$ cat src/rtl/fifo_stream_reader.sv
// Read-side controller for syn_fifo: pops words, absorbs the 1-cycle read latency and
// re-times them through a 2-entry skid buffer onto a valid/ready stream tagged with m_last.
// Optional word counter output enabled by defining FIFO_STREAM_CNT_EN.
module fifo_stream_reader #(
  parameter int DATA_WIDTH = 16,
  parameter int CH_NUM     = 8,
  parameter int CNT_WIDTH  = 4
) (
  input  logic                  clk,
  input  logic                  rst_n,
  input  logic                  flush,
  input  logic                  fifo_empty,
  output logic                  fifo_rd_en,
  input  logic [DATA_WIDTH-1:0] fifo_rd_data,
  input  logic                  fifo_valid,
  output logic                  m_valid,
  input  logic                  m_ready,
  output logic [DATA_WIDTH-1:0] m_data,
  output logic                  m_last,
  output logic                  busy
`ifdef FIFO_STREAM_CNT_EN
  ,
  output logic [31:0]           word_cnt
`endif
);

  localparam logic [CNT_WIDTH-1:0] LAST_CH = CNT_WIDTH'(CH_NUM - 1);
  localparam logic [CNT_WIDTH-1:0] CH_ONE  = CNT_WIDTH'(1'b1);

  logic [1:0]            occ_r;
  logic                  inflight_r;
  logic [CNT_WIDTH-1:0]  ch_cnt_r;
  logic [DATA_WIDTH-1:0] buf_r [2];
  logic                  head_r;
  logic                  m_valid_r;
  logic                  m_last_r;
  logic                  busy_r;
  logic [DATA_WIDTH-1:0] m_data_r;

  logic                  pop_s;
  logic                  capture_s;
  logic [2:0]            credit_s;
  logic                  rd_en_s;
  logic                  tail_s;
  logic                  head_nxt_s;
  logic [1:0]            occ_nxt_s;
  logic [CNT_WIDTH-1:0]  ch_cnt_nxt_s;
  logic [DATA_WIDTH-1:0] m_data_nxt_s;

  // Credit check, buffer pointers and next-state values for the output registers
  always_comb begin
    pop_s      = m_valid_r & m_ready;
    capture_s  = fifo_valid & inflight_r;
    // Slots already committed (held or in flight) minus the one freed by this cycle's pop
    credit_s   = {1'b0, occ_r} + {2'b00, inflight_r} - {2'b00, pop_s};
    rd_en_s    = ~fifo_empty & ~flush & (credit_s < 3'd2);
    tail_s     = head_r ^ occ_r[0];
    head_nxt_s = head_r ^ pop_s;
    occ_nxt_s  = occ_r + {1'b0, capture_s} - {1'b0, pop_s};
    if (pop_s) begin
      if (ch_cnt_r == LAST_CH) begin
        ch_cnt_nxt_s = {CNT_WIDTH{1'b0}};
      end else begin
        ch_cnt_nxt_s = ch_cnt_r + CH_ONE;
      end
    end else begin
      ch_cnt_nxt_s = ch_cnt_r;
    end
    // A word landing in the slot that becomes head bypasses the buffer into m_data
    if (capture_s && (tail_s == head_nxt_s)) begin
      m_data_nxt_s = fifo_rd_data;
    end else begin
      m_data_nxt_s = buf_r[head_nxt_s];
    end
  end

  // Skid buffer state, channel counter and registered stream outputs
  always_ff @(posedge clk or negedge rst_n) begin
    if (!rst_n) begin
      occ_r      <= 2'd0;
      inflight_r <= 1'b0;
      ch_cnt_r   <= {CNT_WIDTH{1'b0}};
      head_r     <= 1'b0;
      buf_r[0]   <= {DATA_WIDTH{1'b0}};
      buf_r[1]   <= {DATA_WIDTH{1'b0}};
      m_valid_r  <= 1'b0;
      m_last_r   <= 1'b0;
      busy_r     <= 1'b0;
      m_data_r   <= {DATA_WIDTH{1'b0}};
    end else if (flush) begin
      occ_r      <= 2'd0;
      inflight_r <= 1'b0;
      ch_cnt_r   <= {CNT_WIDTH{1'b0}};
      head_r     <= 1'b0;
      m_valid_r  <= 1'b0;
      m_last_r   <= 1'b0;
      busy_r     <= 1'b0;
    end else begin
      occ_r      <= occ_nxt_s;
      inflight_r <= rd_en_s;
      ch_cnt_r   <= ch_cnt_nxt_s;
      head_r     <= head_nxt_s;
      if (capture_s) begin
        buf_r[tail_s] <= fifo_rd_data;
      end
      m_valid_r  <= (occ_nxt_s != 2'd0);
      m_last_r   <= (occ_nxt_s != 2'd0) & (ch_cnt_nxt_s == LAST_CH);
      busy_r     <= (occ_nxt_s != 2'd0) | rd_en_s;
      m_data_r   <= m_data_nxt_s;
    end
  end

`ifdef FIFO_STREAM_CNT_EN
  logic [31:0] word_cnt_r;

  // Free-running count of delivered words, wraps naturally at 2**32
  always_ff @(posedge clk or negedge rst_n) begin
    if (!rst_n) begin
      word_cnt_r <= 32'd0;
    end else if (flush) begin
      word_cnt_r <= 32'd0;
    end else if (pop_s) begin
      word_cnt_r <= word_cnt_r + 32'd1;
    end
  end

  assign word_cnt = word_cnt_r;
`endif

  assign fifo_rd_en = rd_en_s;
  assign m_valid    = m_valid_r;
  assign m_data     = m_data_r;
  assign m_last     = m_last_r;
  assign busy       = busy_r;

endmodule

$ cat config.mk
export PLATFORM = sky130hd
export DESIGN_NAME = fifo_stream_reader
export DESIGN_NICKNAME = d
export VERILOG_FILES = /design/src/rtl/fifo_stream_reader.sv
export SDC_FILE = /design/constraint.sdc
export NUM_CORES = 1
export LEC_CHECK = 0
export ABC_CLOCK_PERIOD_IN_PS = 3040
export BUFFER_PORTS_ARGS = -buffer_cell sky130_fd_sc_hd__clkbuf_2
export CAP_MARGIN = 20
export CORE_ASPECT_RATIO = 1.75
export CORE_MARGIN = 10
export CORE_UTILIZATION = 41
export DETAILED_ROUTE_END_ITERATION = 6
export REMOVE_ABC_BUFFERS = 1
export SLEW_MARGIN = 20
export SYNTH_ARGS = -nofsm -noshare
export SYNTH_HDL_FRONTEND = slang
export SYNTH_SLANG_ARGS = --single-unit
$ cat constraint.sdc
create_clock -name clk -period 3.04 [get_ports clk]
set_input_delay 0.76 -clock clk [delete_from_list [all_inputs] [get_ports clk]]
set_output_delay 0.76 -clock clk [all_outputs]
set_load 0.03 [all_outputs]
==> run summary <==
status = completed
largest family of logic cells by synthesized area = multiplexers
ratio of cells with drive above 1 in the final layout = 0.402
clock root cell = clkbuf_16
crit end category = primary output
DR vias = 1797
Peak VDD IR = 515 µV
WS Path Type = in2out
PD cells = 1030 mW/mm²
final core occ = 0.524
number of remaining DRC errors = 0
Critical Path RT = 2.28 ns
drt via density = 5.09
DP Cell Count = 334
commonest register cell after synthesis = dfrtp_1
height of the die = 127 µm
fin crit share = 0.967
WL per Instance = 16.3 µm
Initial Utilization = 0.417
RePlAce Congestion = 0.741
Crit-path slowest cell = fa_2
CP max stage delay = 0.38 ns
Unique masters post-synth = 35
Ports = 42
IO Port Bufs = 41
final cell count without fillers = 353
mux share of post-synthesis cell area = 0.196
WHS = 0.441 ns
vias in the first global route = 1887
n_diodes = 0
Final WS setup = 0.0990 ns
total gr overflow = 0
FF+latch count, synth = 59
initial antenna violation count = 0
die area = 0.0104 mm²
slew margin rel. = 0.586
asr flop ratio synth = 1.00
Yosys warnings = 0
CTS Buf Count = 9
Final setup viols = 0
Area growth syn-to-layout = 25.8%
first-pass GRT wire length = 9270 µm
CTS tree = done
startpoint types = input pin
Mapped Cells = 213
clock transition at the registers of the reported paths = 0.05 ns
dominant cell type by area after synthesis = dfrtp_1
register area share after synthesis = 0.546
clk sink count = 59
Hold Vio Cnt, Final = 0
worst path cell trace = buf_6 > nand2_4 > xnor2_2 > nand2_1 > fa_2 > xor2_2 > nor4b_2 > buf_4
Peak Freq = 340 MHz
initial DRC count = 124
later-pin clock latency in the skew report = 0.32 ns
pin count of the biggest net entering global routing = 38
Mean Syn Cell Area = 12.7 µm²
post-synth top area share = 0.546
most common cell after layout, fill and taps aside = dfrtp_1
worst slew pin tran = 0.621 ns
Total Routing Usage GR = 0.118
Critical Path AT = 2.18 ns
post-route ant nets = 0
dpl hpwl = 3970 µm
final setup TNS = 0 ns
dpl ws = -0.0891 ns
Synth Area in Simple Gates = 0.0587
leading cell types in the layout, fill and taps excluded = 59 x dfrtp_1, 39 x clkbuf_2, 33 x inv_1
total of max-cap violations = 0
H-tree levels = 3
Die X = 81.4 µm
Tmin final = 2.94 ns
Compound-Gate Fraction of Synth Area = 0.0819
crit path max fanout = 4
post-synthesis adder-cell area fraction = 0.0167
total routed wirelength = 5760 µm
Tot Pwr = 3.50 mW
core area = 0.00649 mm²
LEAKAGE = 1.76 nW
Clock Path Buffers = 2
clk_skew = 0.00427 ns
Hold WC Path Type = in2async
Final Cell Area = 0.00340 mm²
row count = 39
nets@finish = 291
number of enable flip-flop cells after synthesis = 0
Synth Area in XOR/XNOR = 0.0328
DR pass1 iterations = 6
synth top area cells = dfrtp_1 55%, mux2_2 13%, mux2i_1 6.3%, a222oi_1 5.9%, inv_1 4.6%
placed instance area = 0.00304 mm²
synthesized area = 0.00271 mm²
Final Max Tran Viols = 0
-- logic make-up after synthesis --
logic type,after synthesis
flops,59
xor+xnor,8
compound gates,25
fa+ha+maj,3
mux,49
simple gates,26
buf+inv,43
-- worst max-delay path: cells and delay by family --
kind / cells / cell delay [ns]
xor gates and xnor gates: 2 / 0.27
adders and majority gates: 1 / 0.38
buffers and inverters: 2 / 0.32
and+or+nand+nor: 3 / 0.44
-- power by group --
part	internal [mW]	switching (mW)	leakage, nW
combinational	0.536	0.652	0.860
sequential	1.12	0.187	0.744
clock	0.676	0.332	0.153
total	2.33	1.17	1.76
-- repair_timing --
item,in CTS,in global routing
setup buffers,1,2
pin swaps,2,4
endpoints found under the setup margin,1,1
resized for setup,5,5
hold buffers,0,0
-- area by class of cell --
cell class / instances / area [µm²]
Multi-Input combinational cell: 111 / 1080
Clock inverter: 4 / 48.8
Timing Repair Buffer: 52 / 309
Tap cell: 82 / 103
Sequential cell: 59 / 1480
Inverter: 33 / 124
Fill cell: 592 / 3090
Clock buffer: 12 / 256
-- registers in the layout, summed over array words and instances (netlist names) --
name / cells
busy: 1
buf_r: 32
occ_r: 2
head_r: 1
m_valid: 1
m_last: 1
ch_cnt_r: 4
inflight_r: 1
m_data: 16
-- synth_stat cells (all sizes together), types with 2 or more instances --
| library cell | n |
|---|---|
| xor2 | 4 |
| inv | 33 |
| mux2i | 17 |
| a222oi | 16 |
| nor4b | 2 |
| buf | 6 |
| xnor2 | 4 |
| a21oi | 4 |
| dfrtp | 59 |
| mux2 | 32 |
| nand2 | 5 |
| nor2 | 7 |
| clkbuf | 4 |
| nand3 | 3 |
| nor3 | 2 |
| nor3b | 2 |
| ha | 2 |
-- routing by layer --
metal,GRT usage,wire length (µm),vias up
met5,0,0,-
met4,0.0624,133,0
met3,0.0471,392,11
met2,0.188,2870,50
met1,0.129,2370,877
li1,-,-,859
-- path summary, 6_finish.rpt --
check / end / start / slack (ns) / depth (start not counted)
max: fifo_rd_en / m_ready / 0.1 / 8
min: m_data[8]$_DFFE_PN0N_ / rst_n / 0.44 / 1
max reg2reg: m_last$_DFF_PN0_ / m_valid$_DFF_PN0_ / 1.07 / 8
min reg2reg: buf_r[12]$_DFFE_PN0P_ / buf_r[12]$_DFFE_PN0P_ / 0.50 / 1
max in group asynchronous: m_data[12]$_DFFE_PN0N_ / rst_n / 1.99 / 2
min in group clk: buf_r[12]$_DFFE_PN0P_ / buf_r[12]$_DFFE_PN0P_ / 0.50 / 1
Power figures use the tool's default switching activity.
